$ cat config.mk
export PLATFORM = sky130hd
export DESIGN_NAME = linear_layer_srl_fifo_mc
export DESIGN_NICKNAME = d
export VERILOG_FILES = /design/src/rtl/linear_layer_srl_fifo_mc_pkg.sv /design/src/rtl/linear_layer_srl_fifo_mc_bank.sv /design/src/rtl/linear_layer_srl_fifo_mc.sv
export SDC_FILE = /design/constraint.sdc
export NUM_CORES = 1
export LEC_CHECK = 0
export BUFFER_PORTS_ARGS = -buffer_cell sky130_fd_sc_hd__buf_2
export CORE_MARGIN = 4
export CORE_UTILIZATION = 25
export CTS_CLUSTER_SIZE = 25
export DETAILED_ROUTE_END_ITERATION = 7
export PLACE_DENSITY = 0.47
export SLEW_MARGIN = 20
export SYNTH_ARGS = -nofsm -noshare
export SYNTH_HDL_FRONTEND = slang
export SYNTH_SLANG_ARGS = --single-unit
$ cat constraint.sdc
create_clock -name clk -period 1.9 [get_ports clk]
set_input_delay 0.19 -clock clk [delete_from_list [all_inputs] [get_ports clk]]
set_output_delay 0.19 -clock clk [all_outputs]
set_load 0.02 [all_outputs]
$ cat src/rtl/linear_layer_srl_fifo_mc_pkg.sv
// Shared helpers for the multi-channel SRL FIFO.
//   count_width(depth) : bits needed to hold an occupancy of 0..depth
//   ch_lo(ch, w)       : low bit index of channel ch in a packed bus of w-bit lanes
package linear_layer_srl_fifo_mc_pkg;

  function automatic int count_width(input int depth);
    return $clog2(depth + 1);
  endfunction

  function automatic int ch_lo(input int ch, input int w);
    return ch * w;
  endfunction

endpackage

$ cat src/rtl/linear_layer_srl_fifo_mc_bank.sv
// One channel of shift-register storage (DEPTH x DATA_WIDTH).
//   clk  : rising-edge clock
//   we   : shift enable; din enters slot 0 and every slot moves up by one
//   addr : read slot select (combinational read)
//   din  : word to shift in
//   dout : contents of slot addr
// Storage has no reset so it can map onto shift-register primitives.
module linear_layer_srl_bank #(
  parameter int DATA_WIDTH = 8,
  parameter int ADDR_WIDTH = 2,
  parameter int DEPTH      = 4
) (
  input  logic                  clk,
  input  logic                  we,
  input  logic [ADDR_WIDTH-1:0] addr,
  input  logic [DATA_WIDTH-1:0] din,
  output logic [DATA_WIDTH-1:0] dout
);

  logic [DATA_WIDTH-1:0] slot_q [DEPTH];

  always_ff @(posedge clk) begin
    if (we) begin
      slot_q[0] <= din;
      for (int i = 1; i < DEPTH; i++) slot_q[i] <= slot_q[i-1];
    end
  end

  // Decoded read keeps the index in range when DEPTH < 2**ADDR_WIDTH.
  always_comb begin
    dout = '0;
    for (int i = 0; i < DEPTH; i++)
      if (addr == ADDR_WIDTH'(i)) dout = slot_q[i];
  end

endmodule

$ cat src/rtl/linear_layer_srl_fifo_mc.sv
// NUM_CH independent first-word-fall-through FIFOs on shift-register storage.
//   clk, reset        : clock, asynchronous active-high reset
//   if_write_ce/write : per-channel push enable/request, if_din packed per channel
//   if_full_n         : channel can accept a word (registered)
//   if_almost_full    : occupancy >= AF_THRESH (registered)
//   if_read_ce/read   : per-channel pop enable/request
//   if_dout           : head word per channel, valid while if_empty_n
//   if_empty_n        : channel holds at least one word (registered)
//   if_count          : per-channel occupancy, ADDR_WIDTH+1 bits each
// A push shifts storage, so the head sits at slot count-1; a pop only moves
// the read address down.
module linear_layer_srl_fifo_mc
  import linear_layer_srl_fifo_mc_pkg::*;
#(
  parameter int DATA_WIDTH = 8,
  parameter int ADDR_WIDTH = 2,
  parameter int DEPTH      = 4,
  parameter int NUM_CH     = 2,
  parameter int AF_THRESH  = DEPTH - 1
) (
  input  logic                             clk,
  input  logic                             reset,
  input  logic [NUM_CH-1:0]                if_write_ce,
  input  logic [NUM_CH-1:0]                if_write,
  input  logic [NUM_CH*DATA_WIDTH-1:0]     if_din,
  output logic [NUM_CH-1:0]                if_full_n,
  output logic [NUM_CH-1:0]                if_almost_full,
  input  logic [NUM_CH-1:0]                if_read_ce,
  input  logic [NUM_CH-1:0]                if_read,
  output logic [NUM_CH*DATA_WIDTH-1:0]     if_dout,
  output logic [NUM_CH-1:0]                if_empty_n,
  output logic [NUM_CH*(ADDR_WIDTH+1)-1:0] if_count
);

  localparam int CW = ADDR_WIDTH + 1;

  if (count_width(DEPTH) > CW) begin : g_bad_depth
    $error("DEPTH does not fit in ADDR_WIDTH+1 count bits");
  end

  for (genvar c = 0; c < NUM_CH; c++) begin : g_ch
    logic                  push, pop;
    logic [CW-1:0]         count_d, count_q;
    logic                  empty_n_d, empty_n_q;
    logic                  full_n_d, full_n_q;
    logic                  af_d, af_q;
    logic [ADDR_WIDTH-1:0] rd_addr;
    logic [DATA_WIDTH-1:0] dout;

    always_comb begin
      push    = if_write_ce[c] & if_write[c] & full_n_q;
      pop     = if_read_ce[c] & if_read[c] & empty_n_q;
      count_d = count_q;
      if (push && !pop)      count_d = count_q + 1'b1;
      else if (pop && !push) count_d = count_q - 1'b1;
      // Flags follow the next-state count so they update with it.
      full_n_d  = (count_d != CW'(DEPTH));
      empty_n_d = (count_d != '0);
      af_d      = (int'(count_d) >= AF_THRESH);
      // Wraps when empty; dout is don't-care then.
      rd_addr   = ADDR_WIDTH'(count_q - 1'b1);
    end

    always_ff @(posedge clk or posedge reset) begin
      if (reset) begin
        count_q   <= '0;
        empty_n_q <= 1'b0;
        full_n_q  <= 1'b1;
        af_q      <= 1'b0;
      end else begin
        count_q   <= count_d;
        empty_n_q <= empty_n_d;
        full_n_q  <= full_n_d;
        af_q      <= af_d;
      end
    end

    linear_layer_srl_bank #(
      .DATA_WIDTH (DATA_WIDTH),
      .ADDR_WIDTH (ADDR_WIDTH),
      .DEPTH      (DEPTH)
    ) u_bank (
      .clk  (clk),
      .we   (push),
      .addr (rd_addr),
      .din  (if_din[ch_lo(c, DATA_WIDTH) +: DATA_WIDTH]),
      .dout (dout)
    );

    assign if_dout[ch_lo(c, DATA_WIDTH) +: DATA_WIDTH] = dout;
    assign if_count[ch_lo(c, CW) +: CW]                = count_q;
    assign if_empty_n[c]     = empty_n_q;
    assign if_full_n[c]      = full_n_q;
    assign if_almost_full[c] = af_q;
  end

endmodule

# After elaboration in Yosys (flattened, before gate mapping)
# Memory sizes are Yosys's and may differ from the RTL's.
# Index checks and enable logic that the tools add are counted.
totals:
  ff_bits: 12
  ramBits: 64
  inputBits: 26
  output_inout_bits: 28
  n_memories: 2
op_classes:
  add_sub_neg: 4
  n_lt_le_gt_ge: 2
  n_eq_ne: 8
  mux: 16
  n_bitwise: 8
  n_reduce_logical: 12
memory_table:
  columns: ["name", "depth", "word_bits", "rd", "rd_clocked_by_memory_dff", "write_ports", "line", "source"]
  rows:
  - ["g_ch[0].u_bank.slot_q", 4, 8, 4, 0, 4, "linear_layer_srl_fifo_mc_bank.sv:20", "logic [DATA_WIDTH-1:0] slot_q [DEPTH];"]
  - ["g_ch[1].u_bank.slot_q", 4, 8, 4, 0, 4, "linear_layer_srl_fifo_mc_bank.sv:20", null]
ops:
  columns: ["op", "count"]
  rows:
  - ["$mux 8", 8]
  - ["$mux 3", 4]
  - ["$and 1x1->1", 8]
  - ["$eq 2x2->1 const B", 4]
  - ["$add 3x1->3 const B", 2]
  - ["$ge 3x2->1 const B", 2]
  - ["$ne 3x3->1 const B", 2]
  - ["$reduce_bool 3->1", 2]
  - ["$sub 3x1->3 const B", 2]
  - ["$eq 2x1->1 const B", 2]
  - ["$logic_and 1x1->1", 4]
  - ["$logic_not 1->1", 4]
  - ["$logic_not 2->1", 2]
  - ["$mux 1", 4]

# Depth between registers and ports, before layout
# Gate-level depths: netlist of run 1.
logic_depth:
  depth_word: 7
  ltp_mapped: 7

# Hierarchy
# From an unflattened synthesis of run 1, not the netlist that was laid out.
unflattened:
  cells_unflattened: 168
  area_unflattened_um2: 3084.2
modules_own_cells:
  columns: ["module", "instances", "cells_per_inst", "area_per_inst_um2", "seq_area_each_um2"]
  rows:
  - ["linear_layer_srl_bank", 2, 42, 1157.4, 960.9]
  - ["linear_layer_srl_fifo_mc", 1, 84, 769.5, 302.8]

# Least setup slack after synthesis of run 1
# No wires, ideal clock.
synth_path:
  path_type: "reg-to-output"
  start: "reg g_ch[1].count_q[0]"
  end: "out if_dout[10]"
  arrival_time_ps: 1910
  path_slack_ps: -200
  path_stages_with_launch: 7
  path_buffers: 1
  path_cell_list: "dfrtp_1 -> inv_1 -> ha_1 -> buf_2 -> nor2b_2 -> a221oi_1 -> o31ai_1"
synth_between:
  elab_chain_cells: 6
  elab_cells_between_ends: 9
  classes_between: "add/sub: 1; eq/ne: 3; mux: 4; reduce/logical: 1"
synth_lines:
  columns: ["element", "line", "source"]
  rows:
  - ["start, declared", "linear_layer_srl_fifo_mc.sv:43", "logic [CW-1:0] count_d, count_q;"]
  - ["start signal, assigned", "linear_layer_srl_fifo_mc.sv:71", "count_q <= count_d;"]
  - ["$sub 3x1->3 *", "linear_layer_srl_fifo_mc.sv:61", "rd_addr = ADDR_WIDTH'(count_q - 1'b1);"]
  - ["$logic_not 2->1", "linear_layer_srl_fifo_mc_bank.sv:33", "if (addr == ADDR_WIDTH'(i)) dout = slot_q[i];"]
  - ["$mux 8 (3 in a row)", "linear_layer_srl_fifo_mc_bank.sv:33", null]
  - ["$mux 8 *", "linear_layer_srl_fifo_mc_bank.sv:33", null]
  - ["end, declared", "linear_layer_srl_fifo_mc.sv:30", "output logic [NUM_CH*DATA_WIDTH-1:0] if_dout,"]
# Mark *: on every way between the ends. The rest lies on a longest branch, timed or not.

# Worst setup path after layout of run 1
layout_path:
  start: "reg g_ch[1].count_q[0]"
  end: "out if_dout[13]"
# The elaborated chain is that of the path after synthesis.

==> impl_metrics.py, run 1 <==
metrics = {
    "run_status": {
        "outcome": "finished, violations left",
        "violations": "setup timing",
    },
    "layout": {
        "fin_area_um2": 4660,
        "final_design_utilization_pct": 36.8,
        "final_layout_size_suffix_gt1_share_pct": 49.2,
        "syn2layout_area_growth_pct": 44.0,
        "n_fill_cell": 1258,
        "finalNetCount": 355,
        "antenna_cells_inserted": 0,
    },
    "setup_path": {
        "timing.setup.critical_path_class": "reg2out",
        "worst_setup_path_start_kind": "register",
        "timing.critical_path.required_ns": 1.71,
        "cp.arrival_ns": 1.81,
        "worstSetupEndpointType": "output pin",
        "worstPathMaxFanout": 6,
    },
    "sta": {
        "drv_slew": 0,
        "max_slew_margin_pct": 66.9,
        "min_period_ns": 2.00,
        "max_slew.worst_pin.slew_ns": 0.496,
        "maxClockFrequency_mhz": 500,
        "hold_viol_final": 0,
        "final.period_utilization_pct": 105,
        "post-route-worst-setup-slack_ns": -0.100,
        "setup_violations": 14,
        "hold_slack_ns": 0.0273,
        "grt_setup_unrepaired": "true",
        "worst_clock_skew_ns": 0.00391,
    },
    "synthesis": {
        "ys_warn_count": 0,
        "synth.avg_cell_area_um2": 13.6,
        "mappedNetlistNets": 273,
        "synth_register_bits": 76,
        "synthDistinctLibCells": 33,
        "synth-seq-area-share_pct": 68.7,
        "syn_area_um2": 3240,
        "syn_inst": 239,
    },
    "die": {
        "row_count": 41,
        "die-area_um2": 14800,
        "floorplan.die.height_um": 122,
        "initial_utilization_pct": 25.6,
        "floorplan.core_area_um2": 12700,
        "floorplan.die.width_um": 122,
        "boundaryPins": 54,
    },
    "run": {
        "max-cap-violations": 0,
    },
    "route": {
        "post-route-drc-count": 0,
        "wl_um": 7180,
        "drt_pass1_iterations": 4,
        "avgRoutedWirePerCell_um": 14.5,
        "drt-vias-per-instance": 4.40,
        "drt_first_iter_violations": 203,
        "antenna_violating_nets_post_route": 0,
        "num_vias": 2185,
    },
    "placed_design": {
        "hpwlAfterDp_um": 4420,
        "port-buffer-count": 53,
        "placement.cell_area_um2": 3840,
        "gp_congestion": 0.745,
    },
    "power": {
        "static_leakage_nw": 1.68,
        "p_sw_share_pct": 36.5,
        "power.share.clock_pct": 20.8,
        "power_report.internal_total_mw": 5.02,
        "power.density_nw_per_um2": 1700,
        "net-switching-power_mw": 2.89,
        "max-vdd-ir-drop_v": 0.000675,
        "fraction_of_power_consumed_by_sequential_logic_pct": 28.8,
        "comb_power_share_pct": 50.4,
    },
    "clock_network": {
        "clk_pin_slew_ns": 0.06,
        "cts-htree-levels": 3,
        "cts_inserted_buffers": 9,
        "clock-root-buffer": "sky130_fd_sc_hd__clkbuf_16",
        "cts-root-to-sink-buffers": 2,
        "numClockSinks": 76,
        "insertion_delay_to_the_later_sink_of_the_worst_skew_pair_ns": 0.33,
        "tritoncts": "built",
    },
    "global_route": {
        "first_global_vias": 2227,
        "grt_overflow_total": 0,
        "global_route.usage.total_pct": 10.1,
        "grt_pass1_wl_um": 11300,
        "grt_start_max_net_pins": 34,
        "antenna_found_initial": 0,
    },
    "worst_hold_path": {
        "hold_path_class": "in2reg",
    },
}
==> stage by stage <==
stage | instances | setup slack [ns] | TNS, ns | total power [mW]
4_1_cts | 491 | -0.117 | -0.716 | 7.61
3_5_place_dp | 463 | 0.0769 | 0 | 5.16
6_report | 497 | -0.100 | -0.665 | 7.91
3_3_place_gp | 463 | 0.106 | 0 | 5.15
2_1_floorplan | 239 | 0.0330 | 0 | 4.20
5_1_grt | 497 | -0.160 | -2.08 | 8.40
==> repair_timing <==
item	CTS	global route
gates resized for setup	58	36
buffers inserted	10	6
gates cloned	2	0
pin swaps	7	23
hold endpoints to repair	10	0
setup endpoints to repair	16	16
hold buffers	1	0
==> worst max-delay path, stage by stage, from the launching register on <==
cell                       delay [ns]
sky130_fd_sc_hd__dfrtp_2         0.42
sky130_fd_sc_hd__inv_2           0.07
sky130_fd_sc_hd__ha_4            0.17
sky130_fd_sc_hd__buf_8           0.13
sky130_fd_sc_hd__buf_4           0.14
sky130_fd_sc_hd__a221oi_2        0.32
sky130_fd_sc_hd__o31ai_4         0.08
sky130_fd_sc_hd__buf_4           0.16
==> power groups by stage <==
stage	sequential (mW)	combinational, mW	clock (mW)
final	2.28	3.99	1.64
after global routing	2.32	4.31	1.77
after CTS	2.27	3.65	1.70
after detailed placement	2.28	2.88	0
after global placement	2.28	2.87	0
after floorplan	2.35	1.85	0
==> Yosys cell counts <==
cell / n / area share, %
sky130_fd_sc_hd__and3_1: 2 / 0.39
sky130_fd_sc_hd__dfstp_2: 2 / 1.6
sky130_fd_sc_hd__inv_1: 5 / 0.58
sky130_fd_sc_hd__clkinv_2: 2 / 0.31
sky130_fd_sc_hd__o211ai_2: 2 / 0.77
sky130_fd_sc_hd__a31oi_1: 2 / 0.39
sky130_fd_sc_hd__nand4bb_1: 2 / 0.70
sky130_fd_sc_hd__a21boi_1: 2 / 0.46
sky130_fd_sc_hd__nor2b_2: 1 / 0.27
sky130_fd_sc_hd__ha_1: 8 / 3.1
sky130_fd_sc_hd__edfxtp_1: 64 / 59
sky130_fd_sc_hd__buf_4: 6 / 1.4
sky130_fd_sc_hd__a21oi_1: 18 / 2.8
sky130_fd_sc_hd__nor3_1: 2 / 0.31
sky130_fd_sc_hd__clkbuf_1: 6 / 0.70
sky130_fd_sc_hd__buf_2: 3 / 0.46
sky130_fd_sc_hd__a211o_2: 2 / 0.62
sky130_fd_sc_hd__nand2_1: 27 / 3.1
sky130_fd_sc_hd__or4_1: 2 / 0.46
sky130_fd_sc_hd__nand3b_1: 9 / 2.1
sky130_fd_sc_hd__nand3_1: 6 / 0.93
sky130_fd_sc_hd__nand3_2: 2 / 0.62
sky130_fd_sc_hd__xnor2_1: 2 / 0.54
sky130_fd_sc_hd__nor2_1: 8 / 0.93
sky130_fd_sc_hd__o21ai_0: 9 / 1.4
sky130_fd_sc_hd__o31ai_1: 11 / 2.5
sky130_fd_sc_hd__nor4_1: 2 / 0.39
sky130_fd_sc_hd__o211ai_1: 4 / 0.93
sky130_fd_sc_hd__dfrtp_1: 10 / 7.7
sky130_fd_sc_hd__nor2b_1: 7 / 1.4
sky130_fd_sc_hd__nor2_2: 2 / 0.39
sky130_fd_sc_hd__a221oi_1: 7 / 1.9
sky130_fd_sc_hd__and3b_1: 2 / 0.54
==> metal layers <==
layer | vias up | global-route usage, % | part of all wire, %
li1 | 1069 | - | -
met5 | - | 0 | 0
met4 | 0 | 5.88 | 2.4
met2 | 41 | 16.2 | 49
met1 | 1065 | 12.4 | 45
met3 | 10 | 2.41 | 3.5
==> layout make-up <==
type | instances | area [um2] | area share (%)
clock buffer | 9 | 225 | 4.83
clock inverter | 6 | 56.3 | 1.21
inverter | 7 | 33.8 | 0.724
multi-input combinational | 141 | 1200 | 25.8
sequential | 76 | 2230 | 47.8
tap | 172 | 215 | 4.61
timing repair buffer | 86 | 703 | 15.1
==> registers in the layout, indices dropped and copies added (netlist names) <==
signal              count
g_ch.u_bank.slot_q     64
g_ch.full_n_q           2
g_ch.af_q               2
g_ch.count_q            6
g_ch.empty_n_q          2
==> cells in the final DEF, fill, tap and decap left out, types with 7 or more instances in the layout <==
cell                        Yosys  final
sky130_fd_sc_hd__buf_4          6     24
sky130_fd_sc_hd__dfrtp_1       10      7
sky130_fd_sc_hd__nand3b_1       9      9
sky130_fd_sc_hd__a21oi_2        0     13
sky130_fd_sc_hd__nor2_1         8      8
sky130_fd_sc_hd__buf_6          0     16
sky130_fd_sc_hd__buf_2          3     38
sky130_fd_sc_hd__clkbuf_16      0      9
sky130_fd_sc_hd__nand2_1       27     27
sky130_fd_sc_hd__edfxtp_1      64     64
==> path summary, 6_finish.rpt <==
path / start / cells past startpoint / slack (ns) / endpoint
worst max-delay path: g_ch[1].count_q[0] / 7 / -0.10 / if_dout[13]
worst min-delay path: if_din[14] / 1 / 0.03 / g_ch[1].u_bank.slot_q[0][6]
worst max register to register: g_ch[1].count_q[0] / 7 / 0.18 / g_ch[1].empty_n_q
worst min register to register: g_ch[1].u_bank.slot_q[2][6] / 0 / 0.45 / g_ch[1].u_bank.slot_q[3][6]
max in group asynchronous: reset / 3 / 1.12 / g_ch[0].count_q[1]
min in group asynchronous: reset / 3 / 0.42 / g_ch[1].af_q
==> logic make-up (layout without fill, tap and decap cells) <==
group,Yosys count,count (layout),share of synthesized area [%]
buffers and inverters,22,108,3.44
and+or+nand+nor,74,74,12.5
AOI/OAI and AO/OA,57,57,11.8
xor gates and xnor gates,2,2,0.541
DFF,76,76,68.7
adders and majority gates,8,8,3.09
Power figures use the tool's default switching activity.
==> run 2, diff against run 1 <==
Settings changed: SLEW_MARGIN 20 to 0, SYNTH_HIERARCHICAL set to 1.
==> run 2 against run 1 <==
The run still ends with setup timing left. Via count fell by 18%. Critical endpoint is now if_dout[8]. Global-route usage decreased by 0.82 points. Synthesized cell count fell by 30%. Combinational power fell by 11%. Sequential power down 2%. Sequential share of layout area rose by 5.6 points. Clock skew barely moved. Flip-flop and latch count unchanged. Fmax increased by 4.2%. Register-to-register slack worse by 0.08 ns. Clock power increased by 15%. Total power fell by 2.8%.
==> impl_metrics.py, run 2 <==
metrics = {
    "run_status": {
        "outcome": "finished, violations left",
        "violations": "setup timing",
    },
    "layout": {
        "antenna_cells_inserted": 0,
        "finalNetCount": 272,
        "n_fill_cell": 1169,
        "largest_register_ff_count": 64,
        "regMostFlops": "g_ch.u_bank/slot_q",
        "most_used_cells_in_the_layout_excluding_fill_and_tap_cells": "sky130_fd_sc_hd__edfxtp_1 (64), sky130_fd_sc_hd__buf_2 (37), sky130_fd_sc_hd__buf_6 (17), sky130_fd_sc_hd__mux4_2 (16), sky130_fd_sc_hd__buf_4 (13)",
        "final_layout_size_suffix_gt1_share_pct": 47.4,
        "syn2layout_area_growth_pct": 35.1,
        "most_common_library_cell_in_the_layout_ignoring_fill_and_taps": "sky130_fd_sc_hd__edfxtp_1",
        "layoutNonFillerInstCount": 415,
        "biggestRegsByFlops": "g_ch.u_bank/slot_q (64), g_ch.count_q (6)",
    },
    "global_route": {
        "first_global_vias": 1796,
        "grt_start_max_net_pins": 35,
        "global_route.usage.total_pct": 9.26,
        "use_met1_pct": 12.2,
        "antenna_found_initial": 0,
        "grt_busiest_layer": "met2",
        "gr-usage-met2_pct": 13.8,
        "grt_use_met3_pct": 2.47,
        "grt_overflow_total": 0,
        "grt_pass1_wl_um": 10000,
    },
    "setup_path": {
        "timing.critical_path.required_ns": 1.71,
        "cp_top_family": "buffers and inverters",
        "crit_path_max_incr_delay_ns": 0.35,
        "crit_path_top_delay_cell": "sky130_fd_sc_hd__dfrtp_1",
        "worst_setup_path_start_kind": "register",
        "critical_path.n_buffers_inverters": 3,
        "cp.arrival_ns": 1.73,
        "timing.critical_path.cells": "inv_2 > ha_4 > clkinvlp_4 > mux4_2 > buf_6",
        "worst_r2r_startpoint": "g_ch[1].count_q[1]",
        "timing.critical_path.from": "g_ch[1].count_q[1]",
        "timing.setup.critical_path_class": "reg2out",
        "worstPathMaxFanout": 5,
        "worstSetupEndpointType": "output pin",
    },
    "placed_design": {
        "port-buffer-count": 53,
        "gp_congestion": 0.808,
        "worst_slack_placed_ns": 0.0568,
        "hpwlAfterDp_um": 4150,
        "dp_cells": 390,
    },
    "sta": {
        "worst_clock_skew_ns": 0.00402,
        "post-route-worst-setup-slack_ns": -0.0192,
        "max_slew.worst_pin.slew_ns": 0.530,
        "min_period_ns": 1.92,
        "final.period_utilization_pct": 101,
        "setup_tns_ns": -0.0354,
        "maxClockFrequency_mhz": 521,
        "max_slew_margin_pct": 64.6,
        "grt_setup_unrepaired": "true",
        "hold_viol_final": 0,
        "drv_slew": 0,
        "setup_violations": 6,
    },
    "worst_hold_path": {
        "hold_path_class": "in2reg",
        "holdCritStartpoint": "if_din[3]",
    },
    "route": {
        "wl_um": 6450,
        "antenna_violating_nets_post_route": 0,
        "drt-vias-per-instance": 4.34,
        "drt_pass1_iterations": 4,
        "drt_first_iter_violations": 177,
        "post-route-drc-count": 0,
        "num_vias": 1800,
        "avgRoutedWirePerCell_um": 15.5,
    },
    "synthesis": {
        "synth_compound_gate_area_share_pct": 4.18,
        "ys_dominant_reg_cell": "sky130_fd_sc_hd__edfxtp_1",
        "synthTopCellsByCount": "sky130_fd_sc_hd__edfxtp_1 (64), sky130_fd_sc_hd__mux4_2 (16), sky130_fd_sc_hd__dfrtp_1 (10), sky130_fd_sc_hd__nor2_1 (10), sky130_fd_sc_hd__inv_1 (8)",
        "mappedNetlistNets": 198,
        "synth.avg_cell_area_um2": 18.4,
        "ys_async_sr_fraction_pct": 15.8,
        "syn_area_um2": 3080,
        "synthXorXnorAreaFrac_pct": 0.568,
        "yosys.area.top_type": "sky130_fd_sc_hd__edfxtp_1",
        "synth-seq-area-share_pct": 72.1,
        "netlist_top_cells_area": "sky130_fd_sc_hd__edfxtp_1 (62%), sky130_fd_sc_hd__mux4_2 (12%), sky130_fd_sc_hd__dfrtp_1 (8.1%)",
        "synth_enable_flop_cells": 64,
        "synth_adder_area_share_pct": 1.62,
        "synth_top_family_by_area": "multiplexers",
        "yosysMostFrequentCell": "sky130_fd_sc_hd__edfxtp_1",
        "synthDistinctLibCells": 32,
        "synth_top_area_share_pct": 62.3,
        "synth_register_bits": 76,
        "post_synth_mux_area_share_pct": 11.7,
        "syn_inst": 168,
        "ys_warn_count": 6,
        "synthesized_area_fraction_occupied_by_and_or_nand_nor_cells_pct": 6.17,
    },
    "power": {
        "max-vdd-ir-drop_v": 0.000458,
        "totalPowerFinal_mw": 7.68,
        "static_leakage_nw": 1.50,
        "power.density_nw_per_um2": 1840,
    },
    "clock_network": {
        "tritoncts": "built",
        "clock-root-buffer": "sky130_fd_sc_hd__clkbuf_16",
        "cts-htree-levels": 3,
        "insertion_delay_to_the_later_sink_of_the_worst_skew_pair_ns": 0.33,
        "numClockSinks": 76,
        "cts_inserted_buffers": 9,
        "cts-root-to-sink-buffers": 2,
        "clk_pin_slew_ns": 0.06,
    },
    "run": {
        "max-cap-violations": 0,
    },
    "die": {
        "floorplan.core_area_um2": 12100,
        "row_count": 40,
        "boundaryPins": 54,
        "die-area_um2": 14200,
        "initial_utilization_pct": 25.6,
        "floorplan.die.width_um": 119,
        "floorplan.die.height_um": 119,
    },
}
## run 2: cell count changes after synthesis, sizes merged, moves of 4 or more
cell    previous run  this run
nor2b              8         0
nand3b             9         0
mux4               0        16
o31ai             11         4
a21oi             18         2
a221oi             7         0
nand2             27         1
o21ai              9         0
ha                 8         4
clkbuf             6         2
## run 2: cell type report
| class | instances | area (um2) | area share [%] |
|---|---|---|---|
| Multi-Input combinational cell | 73 | 777 | 18.6 |
| Tap cell | 168 | 210 | 5.04 |
| Clock inverter | 7 | 105 | 2.52 |
| Timing Repair Buffer | 72 | 569 | 13.7 |
| Clock buffer | 9 | 225 | 5.40 |
| Sequential cell | 76 | 2230 | 53.4 |
| Timing Repair inverter | 1 | 7.51 | 0.180 |
| Inverter | 9 | 47.5 | 1.14 |
## run 2: power breakdown
part	switching [mW]	internal, mW
registers	0.122	2.11
logic	1.75	1.81
clock network	0.627	1.26
total	2.50	5.19
## run 2: cell families (layout without fill, tap and decap cells)
| group | count (synthesis) | after routing |
|---|---|---|
| DFF | 76 | 76 |
| buffers and inverters | 19 | 98 |
| AOI/OAI and AO/OA | 18 | 18 |
| xor gates and xnor gates | 2 | 2 |
| adders and majority gates | 4 | 4 |
| muxes | 16 | 16 |
| and+or+nand+nor | 33 | 33 |
## run 2: metal layers
layer | routed length [um] | share of wire (%)
met5 | 0 | 0
met4 | 122 | 1.9
met3 | 209 | 3.2
met2 | 3050 | 47
met1 | 3060 | 47
## run 2: worst paths after layout
check	endpoint	slack [ns]	depth (start not counted)
min	g_ch[0].u_bank/slot_q[0][3]	0.03	1
max in group asynchronous	g_ch[1].count_q[0]	1.08	3
max reg2reg	g_ch[1].full_n_q	0.10	6
max	if_dout[8]	-0.02	5
min in group asynchronous	g_ch[0].count_q[0]	0.43	3
min reg2reg	g_ch[0].u_bank/slot_q[2][3]	0.44	0
## run 2: repair_timing
item                                    in CTS  in global routing
pin swaps                                    1                  2
hold buffers                                 1                  0
setup buffers                                3                  3
endpoints found under the hold margin       10                  0
endpoints found under the setup margin      16                 17
resized for setup                           34                 15
gates cloned                                 1                  1
## run 2: metrics by stage
step,hold WS [ns],cell area (um2),util [%]
after floorplan,0.0532,3090,-
after global placement,0.263,3590,29.8
after detailed placement,0.268,3590,29.8
after CTS,0.0180,4070,33.8
after global routing,0.0144,4170,34.6
final,0.0339,4170,34.6
